$ cat src/rtl/xpu_vpu_pc_tn_vlsu_dcq_array.sv
// rtl/xpu_vpu_pc_tn_vlsu_dcq_array.sv - in-order data-completion queue for vector loads
module xpu_vpu_pc_tn_vlsu_dcq_array #(
    parameter  int DEPTH = 8,
    parameter  int UID_W = 8,
    parameter  int ENUM  = 16,
    localparam int PTR_W = $clog2(DEPTH)
) (
    input  logic             dcq_entry_clk,
    input  logic             cpurst_b,
    input  logic             giu_xx_async_flush,
    input  logic             crt_vld,
    output logic             crt_rdy,
    input  logic [UID_W-1:0] crt_uid,
    input  logic [ENUM-1:0]  crt_vmask,
    input  logic             crt_no_wb,
    input  logic [4:0]       crt_vdreg0_idx,
    input  logic             crt_op_last,
    output logic [PTR_W-1:0] crt_idx,
    input  logic             dret_vld,
    input  logic [PTR_W-1:0] dret_idx,
    input  logic [ENUM-1:0]  dret_mask,
    output logic             rtr_vld,
    input  logic             rtr_rdy,
    output logic [UID_W-1:0] rtr_uid,
    output logic [4:0]       rtr_vdreg0_idx,
    output logic             rtr_wb_vld,
    output logic             rtr_op_last,
    output logic [PTR_W:0]   dcq_cnt,
    output logic             dcq_empty
);

    localparam logic [PTR_W:0] DEPTH_CNT = (PTR_W+1)'(DEPTH);

    logic [DEPTH-1:0] ent_vld;
    logic [DEPTH-1:0] ent_wb_vld;
    logic [DEPTH-1:0] ent_last;
    logic [ENUM-1:0]  ent_pend [DEPTH];
    logic [UID_W-1:0] ent_uid  [DEPTH];
    logic [4:0]       ent_vd   [DEPTH];
    logic [PTR_W-1:0] head;
    logic [PTR_W-1:0] tail;
    logic [PTR_W:0]   cnt;

    logic crt_fire;
    logic rtr_fire;
    logic dret_hit;
    logic head_cmpl;

    assign crt_rdy   = (cnt < DEPTH_CNT) & ~giu_xx_async_flush;
    assign crt_fire  = crt_vld & crt_rdy;
    assign head_cmpl = ent_vld[head] & ~(|ent_pend[head]);
    assign rtr_vld   = head_cmpl & ~giu_xx_async_flush;
    assign rtr_fire  = rtr_vld & rtr_rdy;
    assign dret_hit  = dret_vld & ent_vld[dret_idx];

    assign crt_idx        = tail;
    assign rtr_uid        = ent_uid[head];
    assign rtr_vdreg0_idx = ent_vd[head];
    assign rtr_wb_vld     = ent_wb_vld[head];
    assign rtr_op_last    = ent_last[head];
    assign dcq_cnt        = cnt;
    assign dcq_empty      = (cnt == '0);

    // Control state: flush dominates every same-cycle event.
    always_ff @(posedge dcq_entry_clk or negedge cpurst_b) begin
        if (!cpurst_b) begin
            ent_vld    <= '0;
            ent_wb_vld <= '0;
            head       <= '0;
            tail       <= '0;
            cnt        <= '0;
        end else if (giu_xx_async_flush) begin
            ent_vld    <= '0;
            ent_wb_vld <= '0;
            head       <= '0;
            tail       <= '0;
            cnt        <= '0;
        end else begin
            if (rtr_fire) begin
                ent_vld[head]    <= 1'b0;
                ent_wb_vld[head] <= 1'b0;
                head             <= head + 1'b1;
            end
            if (crt_fire) begin
                ent_vld[tail]    <= 1'b1;
                ent_wb_vld[tail] <= ~crt_no_wb;
                tail             <= tail + 1'b1;
            end
            case ({crt_fire, rtr_fire})
                2'b10:   cnt <= cnt + 1'b1;
                2'b01:   cnt <= cnt - 1'b1;
                default: cnt <= cnt;
            endcase
        end
    end

    // Payload and pending masks are qualified by ent_vld, so they need no reset.
    always_ff @(posedge dcq_entry_clk) begin
        if (dret_hit) begin
            ent_pend[dret_idx] <= ent_pend[dret_idx] & ~dret_mask;
        end
        if (crt_fire) begin
            ent_pend[tail] <= crt_vmask;
            ent_uid[tail]  <= crt_uid;
            ent_vd[tail]   <= crt_vdreg0_idx;
            ent_last[tail] <= crt_op_last;
        end
    end

endmodule

$ cat config.mk
export PLATFORM = sky130hd
export DESIGN_NAME = xpu_vpu_pc_tn_vlsu_dcq_array
export DESIGN_NICKNAME = d
export VERILOG_FILES = /design/src/rtl/xpu_vpu_pc_tn_vlsu_dcq_array.sv
export SDC_FILE = /design/constraint.sdc
export NUM_CORES = 1
export LEC_CHECK = 0
export ABC_CLOCK_PERIOD_IN_PS = 3900
export BUFFER_PORTS_ARGS = -buffer_cell sky130_fd_sc_hd__buf_2
export CORE_MARGIN = 1
export CORE_UTILIZATION = 35
export DETAILED_ROUTE_END_ITERATION = 6
export HOLD_SLACK_MARGIN = 0.15
export PLACE_DENSITY_LB_ADDON = 0.15
export SYNTH_ARGS = -nofsm -noshare
export SYNTH_HDL_FRONTEND = slang
export SYNTH_SLANG_ARGS = --single-unit
$ cat constraint.sdc
create_clock -name dcq_entry_clk -period 3.9 [get_ports dcq_entry_clk]
set_input_delay 0.39 -clock dcq_entry_clk [delete_from_list [all_inputs] [get_ports dcq_entry_clk]]
set_output_delay 0.39 -clock dcq_entry_clk [all_outputs]
set_load 0.01 [all_outputs]
* Word level (Yosys, flattened, before mapping)
Memories as Yosys holds them, arrays and structs flattened. Index checks and enable logic that the tools add are counted.
Word-level totals: RAM bits 232, register bits 34, output and inout port bits 25, latch bits 0, memories 3, bits in read-only memories 0, bits of input ports 56
Operators by class: shift-type cells 0, eq/ne operators 2, add/subtract/negate cells 4, reduce and logical (&&, ||, !) cells 7, bitwise gates (word level) 15, multiply operators 0, $lt $le $gt $ge 6, div/mod/pow operators 0, multiplexer cells 32
Memory list:
- ent_pend | words 8, width 16, read ports 2, clocked after Yosys merged registers in 0, write ports 2, RTL line 37 | logic [ENUM-1:0] ent_pend [DEPTH];
- ent_uid | words 8, width 8, read ports 1, clocked after Yosys merged registers in 0, write ports 1, RTL line 38 | logic [UID_W-1:0] ent_uid [DEPTH];
- ent_vd | words 8, width 5, read ports 1, clocked after Yosys merged registers in 0, write ports 1, RTL line 39 | logic [4:0] ent_vd [DEPTH];
Operators by type and width (number):
- $mux 8 | 8
- $and 16x16->16 | 1
- $and 8x8->8 | 2
- $bwmux 8 | 2
- $not 16->16 | 1
- $reduce_or 16->1 | 1
- $bmux 1 s3 | 4
- $lt 3x4->1 const B | 3
- $mux 3 | 4
- $mux 1 | 10
- $not 8->8 | 1
- $or 8x8->8 | 1
- $pmux 4 s2 | 1
- $add 3x1->3 const B | 2
- $and 1x1->1 | 6
- $demux 1 s3 | 2
- $ge 3x1->1 const B | 2
- $add 4x1->4 const B | 1
- $logic_not 4->1 | 1
- $lt 4x4->1 const B | 1
- $mux 4 | 1
- $reduce_bool 2->1 | 2
- $sub 4x1->4 const B | 1
- $not 1->1 | 3
- 4 further kinds | 5

* Longest topological paths before layout
Gate-level depths: netlist (run 1).
depth after elaboration 11, gate-level depth with buffers 15

* Worst setup path before layout (run 1)
Ideal clock, no wire load.
path kind in2reg, start point in dret_idx[2], end point mem ent_pend[3][0] (enable), required time 3.486 ns, stages on the path 7, data arrival time 3.199 ns, buffers on the path 2, slack 0.287 ns, setup time 0.414 ns, cell sequence clkbuf_1 -> nor3b_1 -> clkbuf_1 -> a22oi_1 -> nand4_1 -> nand2_1 -> o31ai_1
RTL lines:
- start: declaration | RTL line 20 | input logic [PTR_W-1:0] dret_idx,
- end: declaration | RTL line 37

* Worst setup path in the final report (run 1)
start point reg head[2], end point reg cnt[3], in the netlist dcq_cnt[3]
On the way: word-level cells in the longest chain between the ends 9, elaborated cells on any way between the ends 13, classes of those cells 2 x eq/ne; 4 x mux; 4 x bitwise; 2 x reduce/logical; 1 x memory
RTL lines:
- start: declaration | RTL line 40 | logic [PTR_W-1:0] head;
- start signal: assignment | RTL line 82 | head <= head + 1'b1;
- $mem_v2 8x16
- $reduce_or 16->1 | RTL line 51 | assign head_cmpl = ent_vld[head] & ~(|ent_pend[head]);
- $not 1->1 | RTL line 51
- $and 1x1->1 * | RTL line 51
- $and 1x1->1 * | RTL line 52 | assign rtr_vld = head_cmpl & ~giu_xx_async_flush;
- $and 1x1->1 * | RTL line 53 | assign rtr_fire = rtr_vld & rtr_rdy;
- $eq 2x1->1 / $eq 2x2->1 (equally long branches) | RTL line 89 | case ({crt_fire, rtr_fire})
- $pmux 4 s2 | RTL line 89
- $mux 4 | RTL line 72 | end else if (giu_xx_async_flush) begin
- end signal: assignment | RTL line 90 | 2'b10: cnt <= cnt + 1'b1;
- end signal: assignment | RTL line 91 | 2'b01: cnt <= cnt - 1'b1;
- end signal: assignment | RTL line 92 | default: cnt <= cnt;
- end: declaration | RTL line 42 | logic [PTR_W:0] cnt;
Every way passes the cells marked *; elsewhere a longest branch is shown, timed or not. The select of a mux whose other input is x is not followed. A chain may end at the register's enable or synchronous reset.

==> flow_metrics.py, run 1 <==
metrics = {
    "placed_design": {
        "port_buffers": 80,
        "finalWeightedCongestion": 0.9867,
        "place_area_mm2": 0.01436,
        "dp_hpwl_um": 35490,
    },
    "drt": {
        "routed_wl_um": 51080,
        "firstDrtPassIters": 5,
        "drt_iter0_markers": 1319,
        "via_per_inst": 5.815,
        "drt-wirelength-per-cell_um": 27.90,
        "antenna_left": 0,
        "drc": 0,
        "dr_total_vias": 10650,
    },
    "yosys": {
        "netlist.area_leader.share_pct": 54.98,
        "muxShareOfSynthArea_pct": 3.761,
        "synth.area.top_cells": "edfxtp_1, nand2_1, dfrtp_1",
        "synth_compound_area_share_pct": 13.01,
        "synth-simple-area-share_pct": 19.04,
        "synth_top_cell_by_area": "edfxtp_1",
        "synth_seq_cells": 266,
        "synth_enable_flop_cells": 240,
        "yosysSeqAreaShare_pct": 59.95,
        "async_flop_share_pct": 9.774,
        "synth_ff_type": "edfxtp_1",
        "synth_area_per_cell_um2": 10.71,
        "syn_nets": 1285,
        "synth_area_mm2": 0.01311,
        "ys_types": 85,
        "synth_fa_ha_area_share_pct": 0.5346,
        "synth-xor-area-share_pct": 0.2005,
        "yosys_warnings": 0,
        "synthCells": 1224,
        "synth_top_family_by_area": "simple AND/OR/NAND/NOR gates",
    },
    "job": {
        "maxCapViolations": 0,
    },
    "cells_and_area": {
        "area_growth_pct": 18.57,
        "drive_gt1_share_pct": 18.34,
        "nFillCells": 3426,
        "antenna_cells": 0,
        "final-seq-area_mm2": 0.007864,
        "fin_area_mm2": 0.01554,
        "final_nets": 1402,
        "post-route-util_pct": 42.35,
        "multi_input_comb_area_mm2": 0.004848,
    },
    "power": {
        "comb_power_share_pct": 7.2,
        "clkPwrFrac_pct": 44.1,
        "seqPwrFrac_pct": 48.7,
        "switching_share_pct": 23.40,
        "power_switching_mw": 1.547,
        "power_mw": 6.611,
        "p_leak_nw": 5.978,
        "power_density_mw_per_mm2": 425.4,
        "p_int_mw": 5.064,
        "ir_drop_mv": 0.3144,
    },
    "worst_hold_path": {
        "whs_endpoint": "ent_pend[3][3]$_DFFE_PP_",
        "hold_path_class": "in2reg",
        "min_from": "crt_vmask[3]",
        "whs_path_depth": 3,
    },
    "cts": {
        "numCtsBuffers": 31,
        "cts_buffer_depth": 3,
        "clkSinkCount": 266,
        "clk_latency_ps": 590,
        "cts_tree": "built",
        "root_buffer": "clkbuf_16",
        "cts.clk_slew.worst_paths_ps": 60,
        "h-tree-depth": 1,
    },
    "worst_setup_path": {
        "cp-end-kind": "flop",
        "critPathKind": "reg2reg",
        "path_cells": "buf_4, or3_1, o211ai_1, a32o_1, nand2_1, nor4_4, nand4_1, inv_1, buf_4, ha_1, a21o_1, or4_1, a31oi_1",
        "r2r_slack_ps": 250,
        "crit_fanout": 20,
        "cp-start-kind": "flop",
        "cpMaxStageDelayCell": "dfrtp_2",
        "crit_arrival_ps": 4160,
        "crit_top_cell": "buf_4",
        "critPathRequiredTime_ps": 4410,
        "worstReg2RegEnd": "dcq_cnt[3]$_DFFE_PN0P_",
        "worst-path-buf-inv": 3,
        "crit_family": "simple AND/OR/NAND/NOR gates",
        "worstRegToRegCells": 13,
        "r2r_start": "head[2]$_DFFE_PN0P_",
        "cpPeakStageDelay_ps": 570,
    },
    "timing": {
        "finalHoldViolations": 0,
        "period_minus_slack_ps": 3649,
        "whs_ps": 187.3,
        "finalSetupTns_ps": 0,
        "finalCritPeriodShare_pct": 93.56,
        "setup_viol_count_final": 0,
        "report.final.slew_viol_count": 0,
        "rsz0062_at_grt": "false",
        "skew_ps": 14.72,
        "tightest_slew_ps": 1370,
        "timing.fmax_mhz": 274.1,
        "relSlewSlack_pct": 8.647,
    },
    "die": {
        "die_h_um": 195.5,
        "io_pins": 81,
        "core_area_mm2": 0.03670,
        "rows": 70,
        "die_area_mm2": 0.03823,
        "dieWidth_um": 195.5,
        "initial_utilization_pct": 35.72,
    },
    "global_routing": {
        "grt_antenna_before_repair": 0,
        "grt_use_total_pct": 26.97,
        "grt_pass1_vias": 10330,
        "grt_pass1_wl_um": 73940,
        "grt_remaining_overflow": 0,
        "grt_max_degree": 27,
    },
    "status": {
        "run_status": "completed",
    },
}
[tightest hold or removal path: cells and delay by family]
family	cells	cell delay, ps
buffers and inverters	1	160
AND/OR/NAND/NOR	2	110
[layer usage]
layer / GRT usage (%) / vias up / part of all wire (%)
li1: - / 4710 / -
met1: 40.32 / 5292 / 46
met2: 40.44 / 558 / 44
met3: 3.696 / 87 / 7.9
met4: 8.049 / 0 / 2.7
met5: 0 / - / 0
[layout by cell type (no fill, tap or decap), drive strengths merged, types with 15 or more instances in the layout]
cell / netlist / layout
dlygate4sd3: 0 / 18
mux2i: 17 / 17
a21oi: 26 / 26
a22o: 20 / 20
a22oi: 47 / 47
clkinv: 8 / 17
dfrtp: 26 / 26
nand3: 15 / 15
a221oi: 33 / 33
edfxtp: 240 / 240
a31oi: 21 / 21
nand2: 429 / 429
o21ai: 28 / 28
inv: 15 / 17
clkbuf: 51 / 39
nor2: 45 / 45
buf: 33 / 150
nor3: 20 / 20
[metrics by stage]
stage               cells  setup WS [ps]
floorplan            1224          286.8
global placement     1758          313.4
detailed placement   1758          261.4
CTS                  1831          96.02
global route         1831          26.78
finish               1831          251.3
[power by group through the flow]
stage / sequential [mW] / combinational (mW) / clock [mW]
after floorplan: 3.26 / 0.269 / 0
after global placement: 3.28 / 0.448 / 0
after detailed placement: 3.28 / 0.454 / 0
after CTS: 3.22 / 0.470 / 2.96
after global routing: 3.22 / 0.521 / 3.05
final: 3.22 / 0.473 / 2.92
[area by class of cell]
class | count | share of cell area, %
inverters | 23 | 0.5555
repair buffers | 168 | 7.439
multi-input cells | 851 | 31.20
well taps | 468 | 3.768
clock buffers | 39 | 5.185
flip-flops and latches | 266 | 50.60
clock inverters | 16 | 1.256
[state kept, by name, summed over array words and instances, names as in the netlist]
register    flops
ent_pend      128
ent_uid        64
ent_vd         40
ent_last        8
ent_vld         8
ent_wb_vld      8
dcq_cnt         4
crt_idx         3
head            3
[repair_timing]
action                                 4_1_cts  5_1_grt
buffers inserted                             0        0
setup endpoints to repair                    0        2
gates resized for setup                      0        3
endpoints found under the hold margin      145        0
hold buffers                                18        0
[cell usage after synthesis (3+ instances only)]
| cell | count |
|---|---|
| and3_1 | 5 |
| nand4_1 | 4 |
| nor4_1 | 7 |
| a31oi_1 | 20 |
| a32oi_1 | 3 |
| a22o_1 | 20 |
| o21a_1 | 3 |
| a221oi_2 | 5 |
| nor2b_1 | 7 |
| o22ai_1 | 8 |
| nand3b_1 | 3 |
| buf_6 | 5 |
| dfrtp_1 | 26 |
| clkbuf_1 | 51 |
| inv_1 | 13 |
| mux2_2 | 10 |
| a21oi_1 | 26 |
| nor2_1 | 45 |
| nor3_1 | 18 |
| a22oi_1 | 47 |
| or4_1 | 4 |
| nand2b_1 | 6 |
| a221oi_1 | 28 |
| ha_1 | 4 |
| o21ai_0 | 26 |
| nand2_1 | 429 |
| a41o_1 | 4 |
| a31o_2 | 5 |
| buf_2 | 4 |
| nor3b_1 | 6 |
| mux2i_1 | 17 |
| mux4_2 | 7 |
| buf_1 | 20 |
| buf_4 | 4 |
| or3_1 | 9 |
| clkinv_1 | 8 |
| nand3_1 | 14 |
| edfxtp_1 | 240 |
[cells by family after synthesis]
family,count (synthesis)
buffers and inverters,107
AOI/OAI and AO/OA,227
adders and majority gates,5
muxes,38
xor gates and xnor gates,3
and+or+nand+nor,578
DFF,266
[worst max path at each step]
stage,startpoint,to,slack [ps],cells after the start
after CTS,head[1]$_DFFE_PN0P_,rtr_vld,100,10
after detailed placement,head[2]$_DFFE_PN0P_,dcq_cnt[3]$_DFFE_PN0P_,260,12
after global routing,head[2]$_DFFE_PN0P_,dcq_cnt[3]$_DFFE_PN0P_,30,13
final,head[2]$_DFFE_PN0P_,dcq_cnt[3]$_DFFE_PN0P_,250,13
after global placement,head[2]$_DFFE_PN0P_,dcq_cnt[3]$_DFFE_PN0P_,310,12
after floorplan,dret_idx[2],ent_pend[3][0]$_DFFE_PP_,290,7
Power figures use the tool's default switching activity.
==> run 2: changes to the inputs <==
- ABC_CLOCK_PERIOD_IN_PS: 3900 -> 3400
- clock period: 3.9 -> 3.4 ns (I/O delays scaled with it)
==> flow_metrics.py, run 2 (synthesis results as in run 1) <==
metrics = {
    "timing": {
        "report.final.slew_viol_count": 0,
        "relSlewSlack_pct": 23.33,
        "skew_ps": 11.15,
        "finalCritPeriodShare_pct": 98.42,
        "tightest_slew_ps": 1145,
        "setup_viol_count_final": 0,
        "timing.fmax_mhz": 298.8,
        "finalHoldViolations": 0,
        "rsz0062_at_grt": "true",
        "period_minus_slack_ps": 3346,
    },
    "global_routing": {
        "grt_use_total_pct": 27.84,
        "grt_pass1_vias": 10590,
        "grt_pass1_wl_um": 76280,
        "grt_remaining_overflow": 0,
        "grt_antenna_before_repair": 2,
        "grt_max_degree": 31,
    },
    "worst_setup_path": {
        "path_cells": "buf_6, or2b_4, buf_6, o21ai_2, o22ai_2, nand2b_4, buf_6, nor4_4, nand4_1, inv_2, ha_4, a21o_1, a21o_1, or4_1, a31oi_1",
        "cp-end-kind": "flop",
        "crit_top_cell": "buf_6",
        "critPathRequiredTime_ps": 3920,
        "cpPeakStageDelay_ps": 510,
        "worst-path-buf-inv": 4,
        "crit_arrival_ps": 3860,
        "crit_fanout": 7,
        "crit_family": "simple AND/OR/NAND/NOR gates",
        "cpMaxStageDelayCell": "dfrtp_2",
        "critPathKind": "reg2reg",
        "cp-start-kind": "flop",
    },
    "power": {
        "ir_drop_mv": 0.4199,
        "power_mw": 7.704,
        "power_switching_mw": 1.835,
        "clkPwrFrac_pct": 44.2,
        "comb_power_share_pct": 7.9,
        "switching_share_pct": 23.82,
        "power_density_mw_per_mm2": 462.6,
        "p_int_mw": 5.868,
        "p_leak_nw": 6.558,
        "seqPwrFrac_pct": 48.0,
    },
    "cts": {
        "h-tree-depth": 1,
        "cts_buffer_depth": 3,
        "cts_tree": "built",
        "root_buffer": "clkbuf_16",
        "numCtsBuffers": 30,
        "clkSinkCount": 266,
        "clk_latency_ps": 590,
        "cts.clk_slew.worst_paths_ps": 60,
    },
    "drt": {
        "firstDrtPassIters": 6,
        "drt-wirelength-per-cell_um": 27.69,
        "drt_iter0_markers": 1225,
        "antenna_left": 0,
        "dr_total_vias": 11020,
        "via_per_inst": 5.711,
        "routed_wl_um": 53410,
        "drc": 0,
    },
    "cells_and_area": {
        "top_regs": "ent_pend (128), ent_uid (64), ent_vd (40)",
        "post-route-util_pct": 45.38,
        "final_cell_mix": "nand2_1, edfxtp_1, buf_4",
        "largest_register_ffs": 128,
        "drive_gt1_share_pct": 25.33,
        "area_growth_pct": 27.06,
        "final_nets": 1499,
        "antenna_cells": 0,
        "layout_commonest_cell": "nand2_1",
        "largest-register": "ent_pend",
    },
    "placed_design": {
        "port_buffers": 80,
        "dp_hpwl_um": 36380,
        "finalWeightedCongestion": 0.9688,
    },
    "die": {
        "die_area_mm2": 0.03823,
        "core_area_mm2": 0.03670,
        "die_h_um": 195.5,
        "io_pins": 81,
        "dieWidth_um": 195.5,
        "initial_utilization_pct": 35.72,
        "rows": 70,
    },
    "worst_hold_path": {
        "hold_path_class": "in2reg",
    },
    "job": {
        "maxCapViolations": 0,
    },
    "status": {
        "run_status": "completed",
    },
}
-- run 2: routing by layer --
| layer | track usage [%] | share of wire (%) | vias to the layer above |
|---|---|---|---|
| li1 | - | - | 4913 |
| met2 | 43.00 | 45 | 590 |
| met4 | 7.816 | 2.8 | 2 |
| met5 | 0 | 0.028 | - |
| met3 | 3.851 | 8.2 | 95 |
| met1 | 40.71 | 44 | 5416 |
-- run 2: worst register-to-register path: stages, from the launching register on --
cell	delay, ps
dfrtp_2	510
buf_6	180
or2b_4	240
buf_6	110
o21ai_2	70
o22ai_2	260
nand2b_4	80
buf_6	120
nor4_4	280
nand4_1	240
inv_2	150
ha_4	200
a21o_1	150
a21o_1	160
or4_1	390
a31oi_1	130
-- run 2: power by group through the flow --
stage / sequential [mW] / combinational [mW] / clock, mW
after global placement: 3.76 / 0.546 / 0
after global routing: 3.70 / 0.661 / 3.56
final: 3.69 / 0.608 / 3.40
after floorplan: 3.74 / 0.309 / 0
after detailed placement: 3.76 / 0.556 / 0
after CTS: 3.69 / 0.590 / 3.45
-- run 2: area by class of cell --
class | count | area [um2]
fill | 3402 | 20040
timing repair buffer | 266 | 2034
multi-input combinational | 851 | 5060
sequential | 266 | 7864
inverter | 23 | 86.33
tap | 468 | 585.6
clock inverter | 23 | 266.5
clock buffer | 32 | 758.2
-- run 2: timing repair --
item / in CTS / in global routing
endpoints found under the hold margin: 220 / 0
gates cloned: 0 / 1
hold buffers: 30 / 0
setup buffers: 15 / 17
pin swaps: 7 / 13
gates resized for setup: 15 / 45
setup endpoints to repair: 2 / 2
-- run 2: path summary, 6_finish.rpt --
check                           cells past startpoint  slack, ps                    start                         to
worst max register to register                     15         50      head[1]$_DFFE_PN0P_     dcq_cnt[3]$_DFFE_PN0P_
worst max-delay path                               15         50      head[1]$_DFFE_PN0P_     dcq_cnt[3]$_DFFE_PN0P_
min in group asynchronous                           2        310                 cpurst_b     dcq_cnt[0]$_DFFE_PN0P_
max in group asynchronous                           2       2620                 cpurst_b        head[0]$_DFFE_PN0P_
worst min register to register                      1        530  ent_wb_vld[2]$_DFF_PN0_    ent_wb_vld[2]$_DFF_PN0_
worst min-delay path                                3        170            crt_vmask[11]  ent_pend[7][11]$_DFFE_PP_
-- run 2: stage by stage --
step                setup WS [ps]  area (um2)  hold slack [ps]  setup TNS (ps)  instances
finish                      53.76       16650            168.5               0       1929
global route               -95.30       16650            164.6          -95.30       1929
CTS                         2.002       16270            155.4               0       1911
detailed placement         -65.34       14780            388.1          -65.34       1811
global placement           -78.48       14780            395.4          -78.48       1811
floorplan                  -105.0       13110            44.41          -10080       1224
